`config.mk`:
```
export PLATFORM = sky130hd
export DESIGN_NAME = wave_osc
export DESIGN_NICKNAME = d
export VERILOG_FILES = /design/src/rtl/wave_osc.sv
export SDC_FILE = /design/constraint.sdc
export NUM_CORES = 1
export LEC_CHECK = 0
export CAP_MARGIN = 10
export CORE_MARGIN = 8
export CORE_UTILIZATION = 40
export CTS_CLUSTER_SIZE = 14
export DETAILED_ROUTE_END_ITERATION = 8
export DONT_BUFFER_PORTS = 1
export SLEW_MARGIN = 5
export SYNTH_ARGS = -nofsm -noshare
export SYNTH_HDL_FRONTEND = slang
export SYNTH_SLANG_ARGS = --single-unit
```
`constraint.sdc`:
```
create_clock -name clk -period 3.05 [get_ports clk]
set_input_delay 0.7625 -clock clk [delete_from_list [all_inputs] [get_ports clk]]
set_output_delay 0.7625 -clock clk [all_outputs]
set_load 0.1 [all_outputs]
```
`src/rtl/wave_osc.sv`:
```
// Multi-mode oscillator: ACC_W-bit phase accumulator feeding a registered
// triangle / saw / square / pulse sample, plus wrap strobe and 8-bit phase tap.
module wave_osc #(
  parameter int ACC_W = 16,
  parameter int OUT_W = 7
) (
  input  logic             clk,
  input  logic             rst_n,
  input  logic             en,
  input  logic [ACC_W-1:0] freq_inc,
  input  logic [1:0]       mode,
  input  logic [7:0]       duty,
  input  logic             sync,
  output logic [OUT_W-1:0] out,
  output logic             wrap,
  output logic [7:0]       phase
);

  typedef enum logic [1:0] {
    MODE_TRI   = 2'd0,
    MODE_SAW   = 2'd1,
    MODE_SQR   = 2'd2,
    MODE_PULSE = 2'd3
  } wave_mode_t;

  logic [ACC_W-1:0] acc_r;
  logic [ACC_W-1:0] acc_nxt_s;
  wave_mode_t       mode_r;
  wave_mode_t       mode_nxt_s;
  logic             wrap_nxt_s;
  logic [ACC_W:0]   sum_s;
  logic [OUT_W-1:0] wave_s;

  // Waveform shaping from the top OUT_W+1 accumulator bits (pulse uses the 8-bit phase).
  function automatic logic [OUT_W-1:0] wave_fn(
    input logic [ACC_W-1:0] acc,
    input wave_mode_t       md,
    input logic [7:0]       dt
  );
    logic [OUT_W:0]   t;
    logic [7:0]       ph;
    logic [OUT_W-1:0] r;
    t  = acc[ACC_W-1 -: OUT_W+1];
    ph = acc[ACC_W-1 -: 8];
    case (md)
      MODE_TRI:   r = t[OUT_W] ? ~t[OUT_W-1:0] : t[OUT_W-1:0];
      MODE_SAW:   r = t[OUT_W:1];
      MODE_SQR:   r = t[OUT_W] ? {OUT_W{1'b0}} : {OUT_W{1'b1}};
      MODE_PULSE: r = (ph < dt) ? {OUT_W{1'b1}} : {OUT_W{1'b0}};
      default:    r = {OUT_W{1'b0}};
    endcase
    return r;
  endfunction

  assign sum_s  = {1'b0, acc_r} + {1'b0, freq_inc};
  assign wave_s = wave_fn(acc_r, mode_r, duty);
  assign phase  = acc_r[ACC_W-1 -: 8];

  // Next-state: sync beats enable; mode is only latched on sync or carry.
  always_comb begin
    acc_nxt_s  = acc_r;
    mode_nxt_s = mode_r;
    wrap_nxt_s = 1'b0;
    if (sync) begin
      acc_nxt_s  = {ACC_W{1'b0}};
      mode_nxt_s = wave_mode_t'(mode);
    end else if (en) begin
      acc_nxt_s  = sum_s[ACC_W-1:0];
      wrap_nxt_s = sum_s[ACC_W];
      if (sum_s[ACC_W]) begin
        mode_nxt_s = wave_mode_t'(mode);
      end else begin
        mode_nxt_s = mode_r;
      end
    end else begin
      acc_nxt_s  = acc_r;
      wrap_nxt_s = 1'b0;
    end
  end

  // State and output registers; the sample reflects the pre-edge phase.
  always_ff @(posedge clk or negedge rst_n) begin
    if (!rst_n) begin
      acc_r  <= {ACC_W{1'b0}};
      mode_r <= MODE_TRI;
      wrap   <= 1'b0;
      out    <= {OUT_W{1'b0}};
    end else begin
      acc_r  <= acc_nxt_s;
      mode_r <= mode_nxt_s;
      wrap   <= wrap_nxt_s;
      out    <= wave_s;
    end
  end

endmodule

```
==> results of run 1 <==
[layout by cell type (no fill, tap or decap), types with 3 or more instances in the layout]
cell type,count
nor4_1,3
dfrtp_1,26
nor2_1,36
a21o_1,9
mux2i_1,6
clkbuf_8,3
o21a_1,11
inv_1,15
a21oi_1,10
xnor2_1,14
a211oi_1,9
buf_4,8
ha_1,23
nand3_1,7
nand2b_1,4
o21ai_0,8
o22ai_1,8
nand2_1,12
[registers in the layout (all words and copies together), names as in the netlist]
register	cells
out	7
mode_r	2
wrap	1
acc_r	16
[final timing paths]
kind                             startpoint   endpoint  slack (ns)  depth (start not counted)
worst max-delay path            freq_inc[0]  mode_r[1]        0.52                          9
worst min-delay path                  rst_n     out[0]        0.17                          0
worst max register to register     acc_r[0]  mode_r[1]        0.61                          9
worst min register to register     acc_r[5]   acc_r[5]        0.51                          2
max in group asynchronous             rst_n  acc_r[15]        2.81                          0
min in group clk                   acc_r[5]   acc_r[5]        0.51                          2
[layout make-up]
class / count / area share
timing repair buffer: 8 / 0.02599
sequential: 26 / 0.2815
clock buffer: 3 / 0.01787
inverter: 15 / 0.02436
clock inverter: 1 / 0.01299
multi-input combinational: 191 / 0.5983
tap: 72 / 0.03898
[routing by layer]
layer / up-vias / GRT usage
met1: 846 / 0.1388
met4: 0 / 0.02913
met5: - / 0
li1: 877 / -
met3: 4 / 0.03658
met2: 34 / 0.2294
[power groups by stage]
| stage | logic (mW) | clock network [mW] | registers, mW |
|---|---|---|---|
| after global routing | 0.706 | 0.319 | 0.690 |
| after CTS | 0.647 | 0.305 | 0.682 |
| after global placement | 0.638 | 0 | 0.686 |
| after detailed placement | 0.644 | 0 | 0.690 |
| final | 0.640 | 0.296 | 0.680 |
| after floorplan | 0.565 | 0 | 0.681 |
[synthesized netlist by cell type (9+ instances only)]
| master | count | area (µm²) |
|---|---|---|
| a211oi_1 | 9 | 67.56 |
| a21o_1 | 9 | 67.56 |
| a21oi_1 | 10 | 50.05 |
| dfrtp_1 | 26 | 650.6 |
| ha_1 | 23 | 287.8 |
| inv_1 | 15 | 56.30 |
| nand2_1 | 12 | 45.04 |
| nor2_1 | 36 | 135.1 |
| o21a_1 | 11 | 82.58 |
| xnor2_1 | 14 | 122.6 |
[stage by stage]
| step | setup slack [ns] | hold WS (ns) | cell area, µm² |
|---|---|---|---|
| after floorplan | 0.4212 | 0.4538 | 2188 |
| after global placement | 0.2407 | 0.4681 | 2240 |
| after detailed placement | 0.2018 | 0.4683 | 2240 |
| after CTS | 0.5013 | 0.1564 | 2311 |
| after global routing | 0.3550 | 0.1456 | 2311 |
| final | 0.5185 | 0.1660 | 2311 |
[logic make-up after synthesis]
family / count (synthesis)
AOI/OAI and AO/OA: 72
xor gates and xnor gates: 15
and+or+nand+nor: 72
muxes: 8
adders and majority gates: 24
buffers and inverters: 33
DFF: 26
==> flow_results.xml, run 1 <==
<?xml version="1.0" encoding="UTF-8"?>
<metrics>
  <group name="die">
    <metric name="die-area" unit="µm²">8094</metric>
    <metric name="die_y" unit="µm">89.97</metric>
    <metric name="fp-row-count" unit="">27</metric>
    <metric name="die_w" unit="µm">89.97</metric>
    <metric name="floorplan.initialDensity" unit="">0.4049</metric>
    <metric name="design.portCount" unit="">46</metric>
    <metric name="floorplan.core_area" unit="µm²">5405</metric>
  </group>
  <group name="yosys">
    <metric name="avg_synthesized_cell_area" unit="µm²">8.753</metric>
    <metric name="post_synth_num_cell_types" unit="">43</metric>
    <metric name="postSynthRegisterBits" unit="">26</metric>
    <metric name="synth-compound-area-share" unit="">0.2470</metric>
    <metric name="synth_seq_area_share" unit="">0.2973</metric>
    <metric name="synth_fp_nets" unit="">304</metric>
    <metric name="post_synth_xor_area_fraction" unit="">0.06003</metric>
    <metric name="ys.flop_type" unit="">dfrtp_1</metric>
    <metric name="synth_mux_area_frac" unit="">0.03774</metric>
    <metric name="synth_async_reset_ratio" unit="">1.000</metric>
    <metric name="yosys.area_share.adder" unit="">0.1407</metric>
    <metric name="yosysWarningCount" unit="">0</metric>
    <metric name="syn-cell-area" unit="µm²">2188</metric>
    <metric name="synth_top_family_by_area" unit="">compound AO/OA/AOI/OAI gates</metric>
    <metric name="area_share_of_and_or_nand_nor_cells_after_synthesis" unit="">0.1464</metric>
    <metric name="synth_enable_flop_cells" unit="">0</metric>
    <metric name="count_of_mapped_cells_out_of_synthesis" unit="">250</metric>
  </group>
  <group name="cells_and_area">
    <metric name="area_used_by_multi_input_combinational_logic" unit="µm²">1383</metric>
    <metric name="layoutNonFillerInstCount" unit="">316</metric>
    <metric name="layout.area.seq" unit="µm²">650.6</metric>
    <metric name="num-nets-final" unit="">299</metric>
    <metric name="final_layout_size_suffix_gt1_frac" unit="">0.08607</metric>
    <metric name="syn2layout_area_growth" unit="%">5.603</metric>
    <metric name="final_antenna_diode_count" unit="">0</metric>
    <metric name="fillCellCount" unit="">557</metric>
    <metric name="fin_util" unit="">0.4275</metric>
  </group>
  <group name="timing">
    <metric name="finalClockSkew" unit="ns">0.002666</metric>
    <metric name="tightest_slew" unit="ns">0.8831</metric>
    <metric name="totalNegativeSetupSlack" unit="ns">0</metric>
    <metric name="rsz0062_at_grt" unit="">no</metric>
    <metric name="setup-violations-final" unit="">0</metric>
    <metric name="min_period" unit="ns">2.531</metric>
    <metric name="timing.final.hold_violations" unit="">0</metric>
    <metric name="timing.final.crit_share" unit="">0.8300</metric>
    <metric name="slew_headroom" unit="">0.4116</metric>
    <metric name="timing_max_transition_violations_final" unit="">0</metric>
    <metric name="maxClockFrequency" unit="GHz">0.3950</metric>
  </group>
  <group name="worst_setup_path">
    <metric name="worstPathMaxFanout" unit="">3</metric>
    <metric name="arrival" unit="ns">2.70</metric>
    <metric name="timing.critical_path.max_delay_family" unit="">compound AO/OA/AOI/OAI gates</metric>
    <metric name="worst-path-buf-inv" unit="">1</metric>
    <metric name="worst_ep_required_time" unit="ns">3.22</metric>
    <metric name="start_kind" unit="">primary input</metric>
    <metric name="cp_class" unit="">in -&gt; reg</metric>
    <metric name="crit_path_max_incr_delay" unit="ns">0.39</metric>
    <metric name="crit_path_cell_chain" unit="">ha_1 -&gt; inv_1 -&gt; fa_1 -&gt; nand2b_1 -&gt; a21oi_1 -&gt; o21ai_0 -&gt; a21oi_2 -&gt; a221o_1 -&gt; mux2_1</metric>
    <metric name="end_kind" unit="">flop</metric>
    <metric name="cpMaxStageDelayCell" unit="">fa_1</metric>
  </group>
  <group name="power_and_ir_drop">
    <metric name="p_int" unit="µW">824.6</metric>
    <metric name="power.combinational.fraction" unit="">0.396</metric>
    <metric name="sequentialPowerShare" unit="">0.421</metric>
    <metric name="ir_worst_vdd" unit="V">0.0002722</metric>
    <metric name="finalPower" unit="mW">1.616</metric>
    <metric name="total_leakage_power" unit="nW">1.094</metric>
    <metric name="switching_power" unit="µW">791.1</metric>
    <metric name="power_switching_share" unit="">0.4896</metric>
    <metric name="power.density_cell_area" unit="nW/µm²">699.2</metric>
    <metric name="share_clk_of_total_power" unit="">0.183</metric>
  </group>
  <group name="placed_design">
    <metric name="portBuffers" unit="">0</metric>
    <metric name="place_congestion" unit="">0.7951</metric>
    <metric name="dp_cells" unit="">312</metric>
    <metric name="hpwl_after_detailed_placement" unit="mm">4.083</metric>
  </group>
  <group name="outcome">
    <metric name="run_status" unit="">completed</metric>
  </group>
  <group name="grt">
    <metric name="wire_length_of_the_first_global_routing_pass" unit="mm">8.583</metric>
    <metric name="grt_max_degree" unit="">27</metric>
    <metric name="first_global_vias" unit="">1766</metric>
    <metric name="number_of_antenna_violations_at_the_first_check_in_global_routing" unit="">0</metric>
    <metric name="grt_overflow" unit="">0</metric>
    <metric name="total_routing_usage_reported_by_global_routing" unit="">0.1255</metric>
  </group>
  <group name="route">
    <metric name="drt-initial-drc-count" unit="">53</metric>
    <metric name="post_route_ant_nets" unit="">0</metric>
    <metric name="drt-pass1-iter-count" unit="">4</metric>
    <metric name="highest-signal-layer" unit="">met4</metric>
    <metric name="drcViolationCount" unit="">0</metric>
    <metric name="post_route_m1_wl" unit="mm">2.271</metric>
    <metric name="post_drt_wl_per_cell" unit="µm">16.03</metric>
    <metric name="met2_wire_length" unit="mm">2.529</metric>
    <metric name="vias_per_cell" unit="">5.573</metric>
    <metric name="postRouteWirelength" unit="mm">5.065</metric>
    <metric name="met3RoutedLength" unit="µm">228</metric>
    <metric name="vias" unit="">1761</metric>
  </group>
  <group name="clock_tree">
    <metric name="cts_max_level" unit="">1</metric>
    <metric name="clkLatencyLatePin" unit="ns">0.28</metric>
    <metric name="cts_sinks" unit="">26</metric>
    <metric name="tritoncts.num_buffers" unit="">3</metric>
    <metric name="clk_pin_slew_worst_paths" unit="ns">0.10</metric>
    <metric name="ctsResizeCount" unit="">0</metric>
    <metric name="cts_tree" unit="">built</metric>
    <metric name="cts_setup_buffers" unit="">0</metric>
    <metric name="clock_tree.buffer_depth" unit="">2</metric>
    <metric name="cts.root.buffer_cell" unit="">clkbuf_8</metric>
    <metric name="cts_hold_buf" unit="">0</metric>
  </group>
  <group name="min_path">
    <metric name="min-delay-path-class" unit="">in -&gt; async</metric>
  </group>
  <group name="job">
    <metric name="maxCapViolCount" unit="">0</metric>
  </group>
</metrics>
Note: power is estimated with default switching activity, not from simulation.
==> run 2, diff against run 1 <==
Clock period 3.05 ns to 2.1 ns, I/O delays scaled along.
==> run 2 against run 1 <==
  * The flow now finishes with violations (setup timing)
  * Flip-flop and latch count stayed put
  * Cell count up 13%
  * Clock power up 41%
  * Clock skew increased by 0.0079 ns
  * Wire length up 13%
  * Die area did not move
  * Via count rose by 8.9%
  * Highest routed layer unchanged
==> flow_results.xml, run 2 (same netlist as run 1, synthesis figures left out) <==
<?xml version="1.0" encoding="UTF-8"?>
<metrics>
  <group name="route">
    <metric name="met3RoutedLength" unit="µm">291</metric>
    <metric name="drt-initial-drc-count" unit="">73</metric>
    <metric name="post_route_ant_nets" unit="">0</metric>
    <metric name="vias" unit="">1917</metric>
    <metric name="drcViolationCount" unit="">0</metric>
    <metric name="postRouteWirelength" unit="mm">5.722</metric>
    <metric name="drt-pass1-iter-count" unit="">4</metric>
    <metric name="met2_wire_length" unit="mm">2.751</metric>
    <metric name="highest-signal-layer" unit="">met4</metric>
    <metric name="vias_per_cell" unit="">5.370</metric>
    <metric name="post_route_m1_wl" unit="mm">2.665</metric>
    <metric name="post_drt_wl_per_cell" unit="µm">16.03</metric>
  </group>
  <group name="cells_and_area">
    <metric name="mostFrequentLayoutCell" unit="">buf_4</metric>
    <metric name="final_antenna_diode_count" unit="">0</metric>
    <metric name="regMostFlops" unit="">acc_r</metric>
    <metric name="layoutNonFillerInstCount" unit="">357</metric>
    <metric name="num-nets-final" unit="">340</metric>
    <metric name="syn2layout_area_growth" unit="%">27.33</metric>
    <metric name="final_layout_size_suffix_gt1_frac" unit="">0.2842</metric>
    <metric name="largest_registers" unit="">acc_r (16), out (7), mode_r (2)</metric>
    <metric name="fillCellCount" unit="">507</metric>
    <metric name="stdcell_area" unit="µm²">2786</metric>
    <metric name="largest_register_ff_count" unit="">16</metric>
    <metric name="mostFrequentLayoutCells" unit="">buf_4, nor2_1, dfrtp_1</metric>
  </group>
  <group name="die">
    <metric name="die_w" unit="µm">89.97</metric>
    <metric name="design.portCount" unit="">46</metric>
    <metric name="die_y" unit="µm">89.97</metric>
    <metric name="fp-row-count" unit="">27</metric>
    <metric name="floorplan.initialDensity" unit="">0.4049</metric>
    <metric name="floorplan.core_area" unit="µm²">5405</metric>
    <metric name="die-area" unit="µm²">8094</metric>
  </group>
  <group name="grt">
    <metric name="grt_max_degree" unit="">27</metric>
    <metric name="first_global_vias" unit="">1830</metric>
    <metric name="grt_overflow" unit="">0</metric>
    <metric name="total_routing_usage_reported_by_global_routing" unit="">0.1345</metric>
    <metric name="number_of_antenna_violations_at_the_first_check_in_global_routing" unit="">0</metric>
    <metric name="wire_length_of_the_first_global_routing_pass" unit="mm">9.211</metric>
  </group>
  <group name="placed_design">
    <metric name="place_congestion" unit="">0.8486</metric>
    <metric name="dp_cells" unit="">347</metric>
    <metric name="portBuffers" unit="">0</metric>
    <metric name="pre_cts_slack" unit="ns">-0.2273</metric>
    <metric name="hpwl_after_detailed_placement" unit="mm">4.479</metric>
    <metric name="placement.cell_area" unit="µm²">2575</metric>
  </group>
  <group name="power_and_ir_drop">
    <metric name="total_leakage_power" unit="nW">1.317</metric>
    <metric name="power.combinational.fraction" unit="">0.594</metric>
    <metric name="p_int" unit="mW">1.412</metric>
    <metric name="share_clk_of_total_power" unit="">0.158</metric>
    <metric name="power_switching_share" unit="">0.4665</metric>
    <metric name="sequentialPowerShare" unit="">0.248</metric>
    <metric name="finalPower" unit="mW">2.648</metric>
    <metric name="power.density_cell_area" unit="nW/µm²">950.2</metric>
    <metric name="ir_worst_vdd" unit="V">0.0006224</metric>
    <metric name="switching_power" unit="mW">1.235</metric>
  </group>
  <group name="timing">
    <metric name="timing_max_transition_violations_final" unit="">0</metric>
    <metric name="tightest_slew" unit="ns">0.4213</metric>
    <metric name="min_period" unit="ns">2.119</metric>
    <metric name="setup-violations-final" unit="">2</metric>
    <metric name="slew_headroom" unit="">0.7191</metric>
    <metric name="timing.final.crit_share" unit="">1.009</metric>
    <metric name="timing.final.hold_violations" unit="">0</metric>
    <metric name="maxClockFrequency" unit="GHz">0.4720</metric>
    <metric name="rsz0062_at_grt" unit="">yes</metric>
    <metric name="finalClockSkew" unit="ns">0.01057</metric>
    <metric name="post-route-worst-setup-slack" unit="ns">-0.01858</metric>
  </group>
  <group name="clock_tree">
    <metric name="clock_tree.buffer_depth" unit="">2</metric>
    <metric name="cts.root.buffer_cell" unit="">clkbuf_8</metric>
    <metric name="clk_pin_slew_worst_paths" unit="ns">0.10</metric>
    <metric name="clkLatencyLatePin" unit="ns">0.27</metric>
    <metric name="cts_max_level" unit="">1</metric>
    <metric name="cts_sinks" unit="">26</metric>
    <metric name="cts_tree" unit="">built</metric>
    <metric name="tritoncts.num_buffers" unit="">3</metric>
  </group>
  <group name="worst_setup_path">
    <metric name="timing.rr.end" unit="">mode_r[0]</metric>
    <metric name="start_kind" unit="">flop</metric>
    <metric name="worstPathMaxFanout" unit="">2</metric>
    <metric name="timing.rr.start" unit="">acc_r[0]</metric>
    <metric name="end_kind" unit="">flop</metric>
    <metric name="worst_r2r_path_depth" unit="">9</metric>
    <metric name="cp_class" unit="">reg -&gt; reg</metric>
    <metric name="worst_ep_required_time" unit="ns">2.27</metric>
    <metric name="regToRegSetupSlack" unit="ns">-0.02</metric>
    <metric name="arrival" unit="ns">2.29</metric>
  </group>
  <group name="outcome">
    <metric name="failed_checks" unit="">setup timing</metric>
    <metric name="run_status" unit="">finished, violations left</metric>
  </group>
  <group name="min_path">
    <metric name="min-delay-path-class" unit="">in -&gt; async</metric>
  </group>
  <group name="job">
    <metric name="maxCapViolCount" unit="">0</metric>
  </group>
</metrics>
-- run 2: cell count changes in the layout (fill, tap and decap cells not counted), sizes merged --
cell,before,now
buf,8,49
-- run 2: worst max path at each step --
| stage | cells after the start | start | endpoint |
|---|---|---|---|
| floorplan | 9 | freq_inc[0] | mode_r[0] |
| global placement | 7 | freq_inc[1] | acc_r[13] |
| detailed placement | 7 | freq_inc[1] | acc_r[13] |
| CTS | 9 | acc_r[0] | mode_r[0] |
| global route | 9 | acc_r[0] | mode_r[1] |
| finish | 9 | acc_r[0] | mode_r[0] |
-- run 2: layout make-up --
cell class / count / area, µm² / share of cell area
Inverter: 15 / 56.30 / 0.02021
Sequential cell: 26 / 650.6 / 0.2335
Multi-Input combinational cell: 191 / 1534 / 0.5505
Clock inverter: 1 / 30.03 / 0.01078
Tap cell: 72 / 90.09 / 0.03233
Timing Repair Buffer: 49 / 384.1 / 0.1379
Clock buffer: 3 / 41.29 / 0.01482
-- run 2: power by group through the flow --
stage / logic, mW / registers (mW) / clock network [mW]
2_1_floorplan: 0.858 / 0.992 / 0
3_3_place_gp: 1.50 / 0.661 / 0
3_5_place_dp: 1.51 / 0.663 / 0
4_1_cts: 1.54 / 0.654 / 0.432
5_1_grt: 1.67 / 0.667 / 0.443
6_report: 1.57 / 0.657 / 0.418
-- run 2: routing by layer --
| layer | vias to the layer above | global-route usage |
|---|---|---|
| met3 | 2 | 0.03824 |
| met2 | 30 | 0.2221 |
| met1 | 926 | 0.1748 |
| met4 | 0 | 0.01387 |
| li1 | 959 | - |
| met5 | - | 0 |
-- run 2: worst max-delay path, stage by stage, from the launching register on --
cell,delay [ns]
dfrtp_1,0.40
ha_4,0.15
inv_2,0.03
fa_2,0.33
nand2b_4,0.17
a21oi_4,0.16
o21ai_2,0.09
a21oi_2,0.16
a221o_1,0.22
mux2_4,0.30
-- run 2: what timing repair did --
item                       in CTS  in global routing
hold buffers                    1                  0
pin swaps                       9                  7
setup buffers                   1                  4
setup endpoints to repair       5                 12
hold endpoints to repair       26                  0
gates resized for setup         6                  9
-- run 2: stage by stage --
stage               TNS [ns]  utilization  hold WS [ns]
global route         -0.3391       0.5155       0.05826
detailed placement    -1.130       0.4764        0.2304
finish              -0.03710       0.5155       0.05115
global placement      -1.023       0.4764        0.2305
CTS                 -0.08356       0.5023       0.05255
floorplan            -0.2538            -        0.2294
==> run 3, diff against run 2 <==
Settings changed: SKIP_CTS_REPAIR_TIMING from default to 1.
==> run 3 against run 2 <==
  * The run still ends with setup timing left
  * Worst setup slack worse by 0.041 ns
  * Sequential power barely moved
  * Via count up 0.37%
  * Critical endpoint unchanged
  * Largest cell class unchanged
  * Largest power group unchanged
  * Highest routed layer unchanged
==> flow_results.xml, run 3 (same netlist as run 1, synthesis figures left out) <==
<?xml version="1.0" encoding="UTF-8"?>
<metrics>
  <group name="outcome">
    <metric name="run_status" unit="">finished, violations left</metric>
    <metric name="failed_checks" unit="">setup timing</metric>
  </group>
  <group name="timing">
    <metric name="post-route-worst-setup-slack" unit="ns">-0.05991</metric>
    <metric name="min_period" unit="ns">2.160</metric>
    <metric name="setup-violations-final" unit="">3</metric>
    <metric name="timing.final.crit_share" unit="">1.029</metric>
    <metric name="tightest_slew" unit="ns">0.4210</metric>
    <metric name="maxClockFrequency" unit="GHz">0.4630</metric>
    <metric name="finalClockSkew" unit="ns">0.01170</metric>
    <metric name="slew_headroom" unit="">0.7193</metric>
    <metric name="timing_max_transition_violations_final" unit="">0</metric>
    <metric name="rsz0062_at_grt" unit="">yes</metric>
    <metric name="timing.final.hold_violations" unit="">0</metric>
  </group>
  <group name="grt">
    <metric name="total_routing_usage_reported_by_global_routing" unit="">0.1328</metric>
    <metric name="number_of_antenna_violations_at_the_first_check_in_global_routing" unit="">0</metric>
    <metric name="grt_overflow" unit="">0</metric>
    <metric name="grt_max_degree" unit="">27</metric>
    <metric name="first_global_vias" unit="">1789</metric>
    <metric name="wire_length_of_the_first_global_routing_pass" unit="mm">9.066</metric>
  </group>
  <group name="route">
    <metric name="drt-initial-drc-count" unit="">81</metric>
    <metric name="drt-pass1-iter-count" unit="">4</metric>
    <metric name="post_drt_wl_per_cell" unit="µm">16.02</metric>
    <metric name="vias_per_cell" unit="">5.404</metric>
    <metric name="post_route_ant_nets" unit="">0</metric>
    <metric name="postRouteWirelength" unit="mm">5.702</metric>
    <metric name="vias" unit="">1924</metric>
    <metric name="drcViolationCount" unit="">0</metric>
  </group>
  <group name="die">
    <metric name="floorplan.initialDensity" unit="">0.4049</metric>
    <metric name="floorplan.core_area" unit="µm²">5405</metric>
    <metric name="design.portCount" unit="">46</metric>
    <metric name="fp-row-count" unit="">27</metric>
    <metric name="die_y" unit="µm">89.97</metric>
    <metric name="die_w" unit="µm">89.97</metric>
    <metric name="die-area" unit="µm²">8094</metric>
  </group>
  <group name="min_path">
    <metric name="min-delay-path-class" unit="">in -&gt; async</metric>
  </group>
  <group name="clock_tree">
    <metric name="cts_max_level" unit="">1</metric>
    <metric name="cts_tree" unit="">built</metric>
    <metric name="tritoncts.num_buffers" unit="">3</metric>
    <metric name="clock_tree.buffer_depth" unit="">2</metric>
    <metric name="cts.root.buffer_cell" unit="">clkbuf_8</metric>
    <metric name="cts_sinks" unit="">26</metric>
    <metric name="clkLatencyLatePin" unit="ns">0.28</metric>
    <metric name="clk_pin_slew_worst_paths" unit="ns">0.10</metric>
  </group>
  <group name="worst_setup_path">
    <metric name="worstPathMaxFanout" unit="">2</metric>
    <metric name="end_kind" unit="">flop</metric>
    <metric name="arrival" unit="ns">2.33</metric>
    <metric name="worst_ep_required_time" unit="ns">2.27</metric>
    <metric name="cp_class" unit="">reg -&gt; reg</metric>
    <metric name="timing.critical_path.from" unit="">acc_r[0]</metric>
    <metric name="timing.rr.start" unit="">acc_r[0]</metric>
    <metric name="start_kind" unit="">flop</metric>
  </group>
  <group name="job">
    <metric name="maxCapViolCount" unit="">0</metric>
  </group>
  <group name="cells_and_area">
    <metric name="largest_registers" unit="">acc_r (16), out (7), mode_r (2)</metric>
    <metric name="largest_register_ff_count" unit="">16</metric>
    <metric name="final_antenna_diode_count" unit="">0</metric>
    <metric name="mostFrequentLayoutCells" unit="">buf_4, nor2_1, dfrtp_1</metric>
    <metric name="final_layout_size_suffix_gt1_frac" unit="">0.2711</metric>
    <metric name="mostFrequentLayoutCell" unit="">buf_4</metric>
    <metric name="regMostFlops" unit="">acc_r</metric>
    <metric name="fillCellCount" unit="">512</metric>
    <metric name="syn2layout_area_growth" unit="%">25.21</metric>
    <metric name="num-nets-final" unit="">339</metric>
  </group>
  <group name="placed_design">
    <metric name="portBuffers" unit="">0</metric>
    <metric name="pre_cts_slack" unit="ns">-0.2273</metric>
    <metric name="hpwl_after_detailed_placement" unit="mm">4.479</metric>
    <metric name="place_congestion" unit="">0.8486</metric>
  </group>
  <group name="power_and_ir_drop">
    <metric name="ir_worst_vdd" unit="V">0.0006222</metric>
    <metric name="power.density_cell_area" unit="nW/µm²">958.8</metric>
    <metric name="total_leakage_power" unit="nW">1.308</metric>
    <metric name="finalPower" unit="mW">2.627</metric>
  </group>
</metrics>
[run 3: final timing paths]
kind / to / slack, ns / depth (start not counted)
setup / recovery: mode_r[0] / -0.06 / 9
hold / removal: out[4] / 0.05 / 1
setup reg to reg: mode_r[0] / -0.06 / 9
hold reg to reg: acc_r[4] / 0.53 / 2
max in group asynchronous: acc_r[8] / 1.88 / 1
min in group clk: acc_r[12] / 0.30 / 1
[run 3: critical path, stage by stage, from the launching register on]
cell and delay [ns]:
dfrtp_1 0.40, ha_4 0.15, inv_2 0.03, fa_2 0.33, nand2b_4 0.17, a21oi_4 0.15, o21ai_2 0.11, a21oi_2 0.19
a221o_1 0.22, mux2_4 0.30
[run 3: power by group]
part           internal [mW]  total, mW  switching [mW]
clock network          0.255      0.419           0.164
logic                  0.550       1.55            1.00
registers              0.592      0.655          0.0630
total                   1.40       2.63            1.23
[run 3: cell type report]
cell class                      count  area, µm²  area share
Multi-Input combinational cell    191       1495      0.5457
Sequential cell                    26      650.6      0.2374
Timing Repair Buffer               48      376.6      0.1374
Tap cell                           72      90.09     0.03288
Inverter                           15      56.30     0.02055
Clock buffer                        3      41.29     0.01507
Clock inverter                      1      30.03     0.01096
[run 3: through the flow]
step	cell area, µm²	std cells	setup TNS, ns	util	hold WS, ns
after global routing	2740	356	-0.4962	0.5069	0.05890
final	2740	356	-0.1460	0.5069	0.05027
after detailed placement	2575	347	-1.130	0.4764	0.2304
after global placement	2575	347	-1.023	0.4764	0.2305
after floorplan	2272	250	-0.2538	-	0.2294
after CTS	2646	351	-0.2949	0.4896	-0.07652
[run 3: routing by layer]
metal,part of all wire,global-route usage
met1,0.45,0.1743
met2,0.46,0.2166
met3,0.075,0.03741
met4,0.0077,0.01526
met5,0,0
